**src/rtl/uninasoc_irq_arbiter.sv**
```systemverilog
// ============================================================================
// Module      : uninasoc_irq_arbiter
// Description : Edge-captured, masked, round-robin interrupt arbiter with a
//               claim/complete handshake (one source in service at a time).
// Revision    : 1.0 - initial release
// ============================================================================
`default_nettype none

module uninasoc_irq_arbiter #(
    parameter int NUM_IRQ = 3,
    parameter int ID_W    = $clog2(NUM_IRQ + 1)
) (
    input  logic               clock_i,
    input  logic               reset_i,
    input  logic [NUM_IRQ-1:0] irq_src_i,
    input  logic [NUM_IRQ-1:0] irq_en_i,
    output logic               irq_o,
    input  logic               claim_req_i,
    output logic               claim_valid_o,
    output logic [ID_W-1:0]    claim_id_o,
    input  logic               complete_i,
    input  logic [ID_W-1:0]    complete_id_i,
    output logic [NUM_IRQ-1:0] pending_o
);

    typedef enum logic [1:0] {
        S_IDLE    = 2'd0,
        S_PENDING = 2'd1,
        S_SERVICE = 2'd2
    } state_t;

    state_t             r_state;
    state_t             w_next_state;
    logic [NUM_IRQ-1:0] r_src_q;
    logic [NUM_IRQ-1:0] r_pending;
    logic [ID_W-1:0]    r_rr;
    logic [ID_W-1:0]    r_svc_id;
    logic               r_claim_valid;
    logic [ID_W-1:0]    r_claim_id;

    logic [NUM_IRQ-1:0] w_edge;
    logic [NUM_IRQ-1:0] w_svc_mask;
    logic [NUM_IRQ-1:0] w_elig;
    logic [NUM_IRQ-1:0] w_clr;
    logic               w_found;
    logic [ID_W-1:0]    w_win_idx;
    logic               w_grant;
    logic               w_done;

    assign w_edge = irq_src_i & ~r_src_q;
    assign w_elig = r_pending & irq_en_i & ~w_svc_mask;

    always_comb begin
        w_svc_mask = '0;
        for (int k = 0; k < NUM_IRQ; k++) begin
            w_svc_mask[k] = (r_state == S_SERVICE) && (r_svc_id == ID_W'(k + 1));
        end
    end

    // Round-robin scan: first eligible index at or above the pointer, wrapping.
    always_comb begin
        int v_idx;
        w_found   = 1'b0;
        w_win_idx = '0;
        v_idx     = 0;
        for (int i = 0; i < NUM_IRQ; i++) begin
            v_idx = int'(r_rr) + i;
            if (v_idx >= NUM_IRQ) begin
                v_idx = v_idx - NUM_IRQ;
            end
            if (!w_found && w_elig[v_idx]) begin
                w_found   = 1'b1;
                w_win_idx = ID_W'(v_idx);
            end
        end
    end

    assign w_grant = (r_state == S_PENDING) && claim_req_i && w_found;
    assign w_done  = (r_state == S_SERVICE) && complete_i && (complete_id_i == r_svc_id);

    always_comb begin
        w_clr = '0;
        if (w_grant) begin
            w_clr[w_win_idx] = 1'b1;
        end
    end

    always_comb begin
        w_next_state = r_state;
        case (r_state)
            S_IDLE:    if (|w_elig) w_next_state = S_PENDING;
            S_PENDING: begin
                if (!w_found)         w_next_state = S_IDLE;
                else if (claim_req_i) w_next_state = S_SERVICE;
            end
            S_SERVICE: if (w_done) w_next_state = S_IDLE;
            default:   w_next_state = S_IDLE;
        endcase
    end

    always_ff @(posedge clock_i) begin
        if (reset_i) r_state <= S_IDLE;
        else         r_state <= w_next_state;
    end

    // Sampled through reset so sources already high at release give no edge.
    always_ff @(posedge clock_i) begin
        r_src_q <= irq_src_i;
    end

    always_ff @(posedge clock_i) begin
        if (reset_i) begin
            r_pending     <= '0;
            r_rr          <= '0;
            r_svc_id      <= '0;
            r_claim_valid <= 1'b0;
            r_claim_id    <= '0;
        end else begin
            r_pending     <= (r_pending & ~w_clr) | w_edge;
            r_claim_valid <= claim_req_i;
            if (claim_req_i) begin
                r_claim_id <= w_grant ? (w_win_idx + ID_W'(1)) : '0;
            end
            if (w_grant) begin
                r_svc_id <= w_win_idx + ID_W'(1);
            end
            if (w_done) begin
                r_rr <= (r_svc_id == ID_W'(NUM_IRQ)) ? '0 : r_svc_id;
            end
        end
    end

    assign irq_o         = (r_state == S_PENDING);
    assign claim_valid_o = r_claim_valid;
    assign claim_id_o    = r_claim_id;
    assign pending_o     = r_pending;

endmodule

`default_nettype wire

```
**config.mk**
```make
export PLATFORM = sky130hd
export DESIGN_NAME = uninasoc_irq_arbiter
export DESIGN_NICKNAME = d
export VERILOG_FILES = /design/src/rtl/uninasoc_irq_arbiter.sv
export SDC_FILE = /design/constraint.sdc
export NUM_CORES = 1
export LEC_CHECK = 0
export ABC_CLOCK_PERIOD_IN_PS = 5100
export BUFFER_PORTS_ARGS = -buffer_cell sky130_fd_sc_hd__buf_4
export CORE_MARGIN = 2
export CORE_UTILIZATION = 55
export DETAILED_ROUTE_END_ITERATION = 8
export PLACE_DENSITY = 0.8
export SYNTH_ARGS = -nofsm -noshare
export SYNTH_HDL_FRONTEND = slang
export SYNTH_SLANG_ARGS = --single-unit
```
**constraint.sdc**
```tcl
create_clock -name clock_i -period 5.1 [get_ports clock_i]
set_input_delay 0.765 -clock clock_i [delete_from_list [all_inputs] [get_ports clock_i]]
set_output_delay 0.765 -clock clock_i [all_outputs]
set_load 0.1 [all_outputs]
```
=== Word level (Yosys, flattened, before mapping) ===
Cells that the tools add are included.

* Output and inout bits: 7
* Input bits: 12
* Word-level logic and storage cells: 81
* Bits in registers: 15

* Add/subtract/negate cells: 6
* Bitwise logic cells: 8
* Reduce and logical (&&, ||, !) cells: 15
* Muxes and demuxes: 28
* Order comparisons: 8
* Eq/ne operators: 9

{| class="wikitable"
|+ Operators with widths
! operator !! number
|-
| $lt 32x4->1 const B || 3
|-
| $mux 32 || 3
|-
| $mux 2 || 9
|-
| $and 3x3->3 || 4
|-
| $logic_and 1x1->1 || 10
|-
| $mux 1 || 10
|-
| $not 3->3 || 3
|-
| $sub 3x2->4 const B || 2
|-
| $bmux 1 s2 || 3
|-
| $eq 2x2->1 const B || 3
|-
| $ge 3x2->1 const B || 2
|-
| $pmux 2 s3 || 1
|-
| $eq 2x1->1 const B || 2
|-
| $ne 2x2->1 const B || 2
|-
| $add 2x1->3 const B || 1
|-
| $add 2x2->3 const B || 1
|-
| $lt 2x3->1 const B || 1
|-
| $mux 3 || 1
|-
| $ne 3x3->1 const B || 1
|-
| $or 3x3->3 || 1
|-
| $reduce_and 3->1 || 1
|-
| $reduce_or 3->1 || 1
|-
| $sub 2x2->3 const B || 1
|-
| $add 2x1->2 const B || 1
|-
| 6 further kinds || 7
|}

=== Depth between registers and ports, before layout ===
Gate-level depths: netlist (run 1).

* Depth after elaboration: 22
* Depth in mapped cells: 11
* Mapped depth without buffers: 11

=== Least setup slack after synthesis (run 1) ===
Ideal clock, no wire load.

* Path type: register -> register
* Start: reg r_pending[0] (netlist: pending_o[0])
* End: reg r_svc_id[1]
* Clock period less this slack: 2.824 ns
* Path buffers: 0
* Data required time: 5.013 ns
* Slack: 2.276 ns
* Cell stages (with the launch flop): 10
* Data arrival time: 2.737 ns
* Library setup time: 0.087 ns
* Path through: dfxtp_1 -> nand2_1 -> a31o_2 -> a211o_2 -> o311a_2 -> inv_2 -> ha_1 -> nor2_1 -> or4b_4 -> o31ai_1

* Word-level cells in the longest chain between the ends: 13
* Elaborated cells between the ends (all ways): 23
* Classes of those cells: add/sub: 1; mux: 15; bitwise: 2; reduce/logical: 5

{| class="wikitable"
|+ RTL lines
! item !! RTL line !! RTL
|-
| start: declaration || 35 || <nowiki>logic [NUM_IRQ-1:0] r_pending;</nowiki>
|-
| start signal: assignment || 119 || <nowiki>r_pending <= (r_pending & ~w_clr) | w_edge;</nowiki>
|-
| $and 3x3->3 * (2 in series) || 51 || <nowiki>assign w_elig = r_pending & irq_en_i & ~w_svc_mask;</nowiki>
|-
| $bmux 1 s2 || 71 || <nowiki>if (!w_found && w_elig[v_idx]) begin</nowiki>
|-
| $mux 1 (implied by the code) (2 in series) || 71 ||
|-
| $mux 1 || 71 ||
|-
| $logic_not 1->1 || 71 ||
|-
| $logic_and 1x1->1 || 71 ||
|-
| $mux 1 || 71 ||
|-
| $logic_not 1->1 || 71 ||
|-
| $logic_and 1x1->1 || 71 ||
|-
| $mux 2 or $mux 1 (tied branches) || 71 ||
|-
| $add 2x1->2 or $logic_and 1x1->1 (tied branches) || 125, 78 ||
|-
| end signal: assignment || 125 || <nowiki>r_svc_id <= w_win_idx + ID_W'(1);</nowiki>
|-
| end: declaration || 37 || <nowiki>logic [ID_W-1:0] r_svc_id;</nowiki>
|}

Every way passes the cells marked *; elsewhere a longest branch is shown, timed or not. The select of a mux whose other input is x is not followed.
A chain may end at the register's enable or synchronous reset.

=== Final worst setup path (run 1) ===
* Start: reg r_rr[0]
* End: reg r_svc_id[1]

* Word-level cells in the longest chain between the ends: 13
* Elaborated cells between the ends (all ways): 32
* Classes of those cells: add/sub: 6; order compare: 3; mux: 18; reduce/logical: 5

{| class="wikitable"
|+ RTL lines
! item !! RTL line !! RTL
|-
| start: declaration || 36 || <nowiki>logic [ID_W-1:0] r_rr;</nowiki>
|-
| start signal: assignment || 128 || <nowiki>r_rr <= (r_svc_id == ID_W'(NUM_IRQ)) ? '0 : r_svc_id;</nowiki>
|-
| branches (longest 13 deep; another with $sub 3x2->4) || - ||
|}

Parallel ways; which one is timed is not known. The select of a mux whose other input is x is not followed.

==> flow_summary.yaml, run 1 <==
outcome:
  status: "completed"
synth:
  synth_edf_count: 0
  yosysSeqAreaShare: 0.330
  synth_xor_area_frac: 0.0192
  muxShareOfSynthArea: 0
  netlist_area_um2: 911
  ys.flop_type: "dfxtp_1"
  synth_nets: 115
  syn_area_per_cell_um2: 9.29
  synth_cells: 98
  synth_top_family_by_area: "simple AND/OR/NAND/NOR gates"
  synth_compound_area_frac: 0.243
  ys_types: 39
  async_flop_share: 0
  synthSimpleGateAreaFrac: 0.286
  yosys.area_share.adder: 0.0687
  ys_warn_count: 0
  yosys_register_bits: 15
clocking:
  ctsHoldBuffers: 0
  cts-resized-gates: 0
  root_buffer: "clkbuf_4"
  clock_path_buffers: 2
  clock_sinks: 15
  numCtsBuffers: 3
  cts_tree: "yes"
  clkLatencyLatePin_ns: 0.28
  post_cts_buffers: 0
  clk_pin_slew_worst_paths_ns: 0.09
  h-tree-depth: 1
finish:
  drive_gt1_frac: 0.331
  final_common_cell: "buf_4"
  nets: 136
  area_growth_pct: 17.4
  layout_common_cells: "18 x buf_4, 15 x dfxtp_1, 8 x nor2b_1, 8 x nand2_1"
  diodes: 0
setup_path:
  cp_cell_sequence: "inv_1 > ha_1 > nand2_1 > o21ai_0 > a21oi_1 > o311a_2 > inv_2 > ha_1 > nor2_1 > or4b_4 > o31ai_1"
  crit_fanout: 6
  rrSetupSlack_ns: 2.66
  r2r_cells: 11
  critical_path.startpoint: "r_rr[0]"
  critPathKind: "reg2reg"
  rr_endpoint: "r_svc_id[1]"
  cp_slowest_stage_delay_ns: 0.47
  timing.rr.start: "r_rr[0]"
  cp-start-kind: "flop"
  worstSetupEndpointType: "flop"
  required_ns: 5.30
  crit_top_cell: "ha_1"
  slowest_stage: "or4b_4"
  cp.arrival_ns: 2.64
  crit_end: "r_svc_id[1]"
sta:
  finalSetupTns_ns: 0
  fin_crit_sh: 0.478
  drv_slew: 0
  rsz0062_at_grt: "no"
  fin_skew_ns: 0.00674
  period_needed_ns: 2.44
  relSlewSlack: 0.670
  hold_viol_final: 0
  whs_ns: 0.478
  setup_viol: 0
  tightest_slew_ns: 0.492
  fmax_mhz: 410
floorplanning:
  die-area_um2: 2000
  num_rows: 14
  core-area_um2: 1520
  initial_core_util: 0.598
  die_w_um: 44.7
  io_pins: 19
  die_y_um: 44.7
detailed_routing:
  dr_wl_met3_um: 92
  vias: 811
  drt_wl_total_mm: 1.90
  remaining_drc_errors: 0
  viasPerCell: 6.05
  topRoutingLayerUsed: "met4"
  firstDrtPassIters: 4
  drt_iter0_markers: 23
  wl_met2_um: 900
  antenna_left: 0
  wl_per_cell_um: 14.2
  wl_met1_um: 875
place:
  gp_congestion: 0.838
  port_buffers: 18
  place_hpwl_mm: 1.49
power:
  power.density_nw_per_um2: 233
  irDropWorstVdd_mv: 0.228
  p_leak_uw: 0.000423
hold_path:
  min_path_type: "reg2reg"
  worstHoldStart: "claim_id_o[1]"
grt:
  grt_pass1_vias: 744
  grt_max_degree: 10
  track_usage: 0.213
  grt_antenna_before_repair: 0
  grt_first_pass_wirelength_mm: 3.15
  grt_overflow: 0
job:
  maxCapViolations: 0
cell type report:
type / count / area (um2)
Inverter: 7 / 26.3
Multi-Input combinational cell: 74 / 562
Fill cell: 116 / 454
Sequential cell: 15 / 300
Clock buffer: 4 / 26.3
Timing Repair Buffer: 18 / 135
Tap cell: 16 / 20.0
where the power goes:
part / internal, uW / switching (uW)
Clock: 30.4 / 39.0
Combinational: 19.1 / 35.8
Sequential: 122 / 3.54
Total: 171 / 78.4
cells in the mapped netlist (2+ instances only):
library cell  number  area, um2
o21ai_0            5       25.0
and2_2             2       15.0
nor2_1             5       18.8
ha_1               5       62.6
a221o_2            3       33.8
nor3_1             3       15.0
buf_6              2       22.5
a21oi_1            6       30.0
nand2_1            8       30.0
nor2b_1            8       50.1
dfxtp_1           15        300
nand3_1            2       10.0
inv_1              6       22.5
o21a_1             2       15.0
xnor2_1            2       17.5
flip-flops by register name (all words and copies together), names as in the netlist:
name           flops
pending_o          3
r_src_q            3
claim_id_o         2
r_rr               2
r_state            2
r_svc_id           2
claim_valid_o      1
cells by family after synthesis:
kind of cell | count (synthesis)
AOI/OAI and AO/OA | 28
adders and majority gates | 5
DFF | 15
xor gates and xnor gates | 2
and+or+nand+nor | 39
buffers and inverters | 9
routing by layer:
metal  GRT usage  vias up
li1            -      404
met1       0.290      379
met2       0.348       21
met3      0.0280        7
met4      0.0727        0
met5           0        -
metrics by stage:
stage	setup WS, ns	instances	util	total power, uW	instance area (um2)
after floorplan	2.28	98	-	168	911
after global placement	2.46	130	0.685	182	1040
after global routing	2.45	134	0.702	258	1070
after detailed placement	2.39	130	0.685	182	1040
final	2.66	134	0.702	249	1070
after CTS	2.68	134	0.702	250	1070
critical path, delay by kind of cell, from the launching register on:
kind                       cells  cell delay, ns
and+or+nand+nor                3            0.68
adders and majority gates      2            0.62
AOI/OAI and AO/OA              4            0.55
DFF                            1            0.38
buffers and inverters          2            0.12
worst min path at each step:
stage | cells past startpoint | endpoint | slack (ns)
3_5_place_dp | 2 | claim_id_o[1] | 0.46
5_1_grt | 2 | claim_id_o[1] | 0.50
6_report | 2 | claim_id_o[1] | 0.48
3_3_place_gp | 2 | claim_id_o[1] | 0.46
4_1_cts | 2 | claim_id_o[1] | 0.48
2_1_floorplan | 2 | r_rr[1] | 0.48
(Power assumes the default switching activity.)
==> run 2: changes to the inputs <==
Settings changed: ABC_CLOCK_PERIOD_IN_PS 5100 to 2100, CORE_UTILIZATION 55 to 47, PLACE_DENSITY 0.8 to 0.73.
Clock period 5.1 ns to 2.1 ns, I/O delays scaled along.
==> run 2 against run 1 <==
Largest cell class unchanged. Via count increased by 18%. Sequential power rose by 140%. Hold slack lost 0.35 ns. Critical path type unchanged. Critical path depth decreased by 2. Cell area increased by 34%. The flow now finishes with violations (setup timing). Utilization rose by 10 points.
==> flow_summary.yaml, run 2 (same netlist as run 1, synthesis figures left out) <==
outcome:
  violations: "setup timing"
  status: "finished, violations left"
place:
  place_hpwl_mm: 1.84
  gp_congestion: 0.829
  dp_slack_ns: -0.202
  port_buffers: 18
  dpl.cell_count: 160
detailed_routing:
  drt_wl_total_mm: 2.52
  antenna_left: 0
  wl_per_cell_um: 14.8
  vias: 955
  viasPerCell: 5.62
  drt_iter0_markers: 16
  firstDrtPassIters: 4
  remaining_drc_errors: 0
floorplanning:
  num_rows: 15
  core-area_um2: 1780
  die_y_um: 48.0
  die-area_um2: 2310
  die_w_um: 48.0
  io_pins: 19
  initial_core_util: 0.511
setup_path:
  timing.rr.start: "r_rr[0]"
  rrSetupSlack_ns: -0.06
  required_ns: 2.32
  r2r_cells: 9
  cp.arrival_ns: 2.38
  critPathKind: "reg2reg"
  cp-start-kind: "flop"
  crit_fanout: 4
  worstSetupEndpointType: "flop"
  rr_endpoint: "r_svc_id[1]"
sta:
  period_needed_ns: 2.16
  relSlewSlack: 0.675
  finalSetupTns_ns: -0.0913
  hold_viol_final: 0
  whs_ns: 0.131
  rsz0062_at_grt: "yes"
  fin_skew_ns: 0.0131
  setup_viol: 2
  drv_slew: 0
  tightest_slew_ns: 0.482
  fin_crit_sh: 1.03
  fmax_mhz: 462
  layout_setup_ws_ns: -0.0642
clocking:
  clock_path_buffers: 2
  clock_sinks: 15
  root_buffer: "clkbuf_4"
  numCtsBuffers: 3
  clk_pin_slew_worst_paths_ns: 0.10
  clkLatencyLatePin_ns: 0.30
  cts_tree: "yes"
  h-tree-depth: 1
  ctsHoldBuffers: 0
finish:
  drive_gt1_frac: 0.628
  final_cells: 170
  final_common_cell: "buf_4"
  area_growth_pct: 57.6
  diodes: 0
  fillers: 109
  layout_common_cells: "44 x buf_4, 6 x nand2_1, 6 x dfxtp_1, 6 x dfxtp_2"
  nets: 163
  utilization: 0.805
job:
  maxCapViolations: 0
power:
  power.density_nw_per_um2: 447
  p_leak_uw: 0.000584
  irDropWorstVdd_mv: 0.509
grt:
  track_usage: 0.250
  grt_first_pass_wirelength_mm: 3.85
  grt_max_degree: 10
  grt_pass1_vias: 867
  grt_antenna_before_repair: 0
  grt_overflow: 0
hold_path:
  hold_end: "r_src_q[0]"
  worstHoldStart: "irq_src_i[0]"
  worstHoldPathCells: 1
  min_path_type: "in2reg"
run 2: changes by cell type in the layout (fill, tap and decap cells not counted), moves of 2 or more:
cell	before	now
buf_4	18	44
dfxtp_1	15	6
dfxtp_2	0	6
dfxtp_4	0	3
ha_1	5	2
ha_4	0	3
nand2_1	8	6
nor2b_1	8	5
nor2b_2	0	2
run 2: metrics by stage:
stage	area, um2	power [uW]
floorplan	963	411
global placement	1260	458
detailed placement	1260	461
CTS	1380	636
global route	1440	669
finish	1440	642
run 2: critical path: stages (launching register included):
cell and delay [ns]:
dfxtp_4 0.38, inv_2 0.05, ha_4 0.23, buf_4 0.14, o311a_4 0.37, inv_4 0.07
ha_4 0.19, nor2_2 0.09, or4b_4 0.48, o31ai_2 0.07
run 2: layout make-up:
class	instances	area (um2)	share of cell area
Clock buffer	3	22.5	0.0157
Sequential cell	15	319	0.222
Inverter	7	28.8	0.0201
Tap cell	25	31.3	0.0218
Timing Repair Buffer	45	342	0.238
Multi-Input combinational cell	74	687	0.479
Clock inverter	1	5.00	0.00349
run 2: worst max-delay path by stage:
stage / start / endpoint / slack [ns] / cells past startpoint
floorplan: pending_o[0] / r_svc_id[1] / -0.16 / 9
global placement: r_rr[0] / r_svc_id[1] / -0.1 / 11
detailed placement: r_rr[1] / r_svc_id[1] / -0.20 / 11
CTS: r_state[1] / r_svc_id[1] / -0.05 / 8
global route: r_rr[0] / r_svc_id[1] / -0.10 / 9
finish: r_rr[0] / r_svc_id[1] / -0.06 / 9
run 2: power breakdown:
group | switching (uW) | leakage [uW] | internal, uW
registers | 8.20 | 0.000128 | 294
logic | 101 | 0.000439 | 66.8
clock network | 100 | 0.0000177 | 71.0
run 2: routing by layer:
metal,vias to the layer above,GRT usage,wire (um)
met4,0,0.114,65
met5,-,0,0
li1,462,-,-
met1,458,0.299,1080
met3,9,0.0642,77
met2,26,0.416,1290
run 2: what timing repair did:
item / 4_1_cts / 5_1_grt
pin swaps: 8 / 6
setup endpoints to repair: 2 / 7
setup buffers: 4 / 2
cloned: 0 / 0
gates resized for setup: 17 / 10
==> run 3: changes to the inputs <==
Settings changed: CAP_MARGIN from default to 20, CORE_MARGIN 2 to default, SKIP_CTS_REPAIR_TIMING from default to 1.
==> run 3 against run 2 <==
Cell area is 2.4% lower. The run still ends with setup timing left. Worst setup slack lost 0.011 ns. Via count down 5.2%. Clock skew is 0.011 ns lower. Total power fell by 0.11%. Die area down 8.2%. Highest routed layer unchanged. Count of clock-buffer cells in the layout rose by 1. First-iteration DRC count rose by 19%.
==> flow_summary.yaml, run 3 (same netlist as run 1, synthesis figures left out) <==
place:
  gp_congestion: 0.862
  dpl.cell_count: 159
  place_hpwl_mm: 1.80
  port_buffers: 18
  dp_slack_ns: -0.202
grt:
  grt_max_degree: 10
  grt_first_pass_wirelength_mm: 3.77
  grt_pass1_vias: 839
  grt_antenna_before_repair: 0
  grt_overflow: 0
  track_usage: 0.262
detailed_routing:
  wl_per_cell_um: 15.0
  viasPerCell: 5.39
  remaining_drc_errors: 0
  vias: 905
  firstDrtPassIters: 4
  drt_wl_total_mm: 2.52
  drt_iter0_markers: 19
  antenna_left: 0
sta:
  drv_slew: 0
  rsz0062_at_grt: "yes"
  hold_viol_final: 0
  fin_crit_sh: 1.04
  layout_setup_ws_ns: -0.0750
  period_needed_ns: 2.17
  relSlewSlack: 0.703
  whs_ns: 0.122
  tightest_slew_ns: 0.440
  setup_viol: 2
  fmax_mhz: 460
  fin_skew_ns: 0.00173
finish:
  final_cells: 168
  area_growth_pct: 53.7
  fillers: 127
  nets: 161
  diodes: 0
  layout_common_cells: "41 x buf_4, 6 x nor2b_1, 6 x dfxtp_1"
  final_common_cell: "buf_4"
  drive_gt1_frac: 0.601
floorplanning:
  die_y_um: 46.0
  io_pins: 19
  initial_core_util: 0.516
  core-area_um2: 1760
  die_w_um: 46.0
  num_rows: 15
  die-area_um2: 2120
setup_path:
  crit_fanout: 4
  cp_top_family: "compound AO/OA/AOI/OAI gates"
  worstSetupEndpointType: "flop"
  rrSetupSlack_ns: -0.07
  required_ns: 2.31
  cp.arrival_ns: 2.38
  cp_slowest_stage_delay_ns: 0.49
  timing.rr.start: "r_state[1]"
  r2r_cells: 9
  rr_endpoint: "r_svc_id[1]"
  critPathKind: "reg2reg"
  slowest_stage: "or4b_4"
  cp_num_buf_inv: 1
  cp_cell_sequence: "nor2b_4 > a31o_4 > a211o_4 > o311a_4 > inv_4 > ha_4 > nor2_1 > or4b_4 > o31ai_2"
  cp-start-kind: "flop"
job:
  maxCapViolations: 0
power:
  power.density_nw_per_um2: 458
  irDropWorstVdd_mv: 0.430
  p_leak_uw: 0.000575
clocking:
  clkLatencyLatePin_ns: 0.29
  clk_pin_slew_worst_paths_ns: 0.10
  root_buffer: "clkbuf_4"
  numCtsBuffers: 3
  clock_sinks: 15
  h-tree-depth: 1
  cts_tree: "yes"
  clock_path_buffers: 2
outcome:
  status: "finished, violations left"
  violations: "setup timing"
hold_path:
  min_path_type: "in2reg"
  worstHoldStart: "irq_src_i[0]"
  worstHoldPathCells: 1
  hold_end: "r_src_q[0]"
==> run 3: how the worst max path moves through the flow <==
| stage | cells after the start | to | from | slack [ns] |
|---|---|---|---|---|
| final | 9 | r_svc_id[1] | r_state[1] | -0.07 |
| after global routing | 11 | r_svc_id[1] | r_rr[0] | -0.12 |
| after CTS | 11 | r_svc_id[1] | r_rr[1] | -0.24 |
| after detailed placement | 11 | r_svc_id[1] | r_rr[1] | -0.20 |
| after global placement | 11 | r_svc_id[1] | r_rr[0] | -0.1 |
| after floorplan | 9 | r_svc_id[1] | pending_o[0] | -0.16 |
==> run 3: layout make-up <==
type / count / area, um2 / share of cell area
flip-flops and latches: 15 / 322 / 0.230
well taps: 25 / 31.3 / 0.0223
inverters: 7 / 28.8 / 0.0206
repair buffers: 43 / 330 / 0.236
clock buffers: 4 / 26.3 / 0.0188
multi-input cells: 74 / 662 / 0.473
==> run 3: worst reg2reg max path, cell delays in order, from the launching register on <==
cell	delay, ns
dfxtp_2	0.35
nor2b_4	0.13
a31o_4	0.22
a211o_4	0.33
o311a_4	0.13
inv_4	0.08
ha_4	0.20
nor2_1	0.09
or4b_4	0.49
o31ai_2	0.08
==> run 3: where the power goes <==
group / internal, uW / switching (uW) / total [uW]
Combinational: 65.1 / 98.6 / 164
Clock: 74.0 / 102 / 176
Sequential: 293 / 8.46 / 301
==> run 3: per-layer routing <==
metal | vias to the layer above | share of wire | track usage
li1 | 453 | - | -
met1 | 426 | 0.46 | 0.333
met2 | 19 | 0.49 | 0.423
met3 | 7 | 0.030 | 0.0595
met4 | 0 | 0.020 | 0.106
met5 | - | 0 | 0
==> run 3: per-stage QoR <==
stage               TNS (ns)  cell area, um2  utilization  power, uW
floorplan             -0.297             963            -        411
global placement      -0.172            1260        0.713        457
detailed placement    -0.369            1260        0.713        461
CTS                   -0.436            1280        0.728        629
global route          -0.237            1400        0.794        669
finish                -0.120            1400        0.794        641
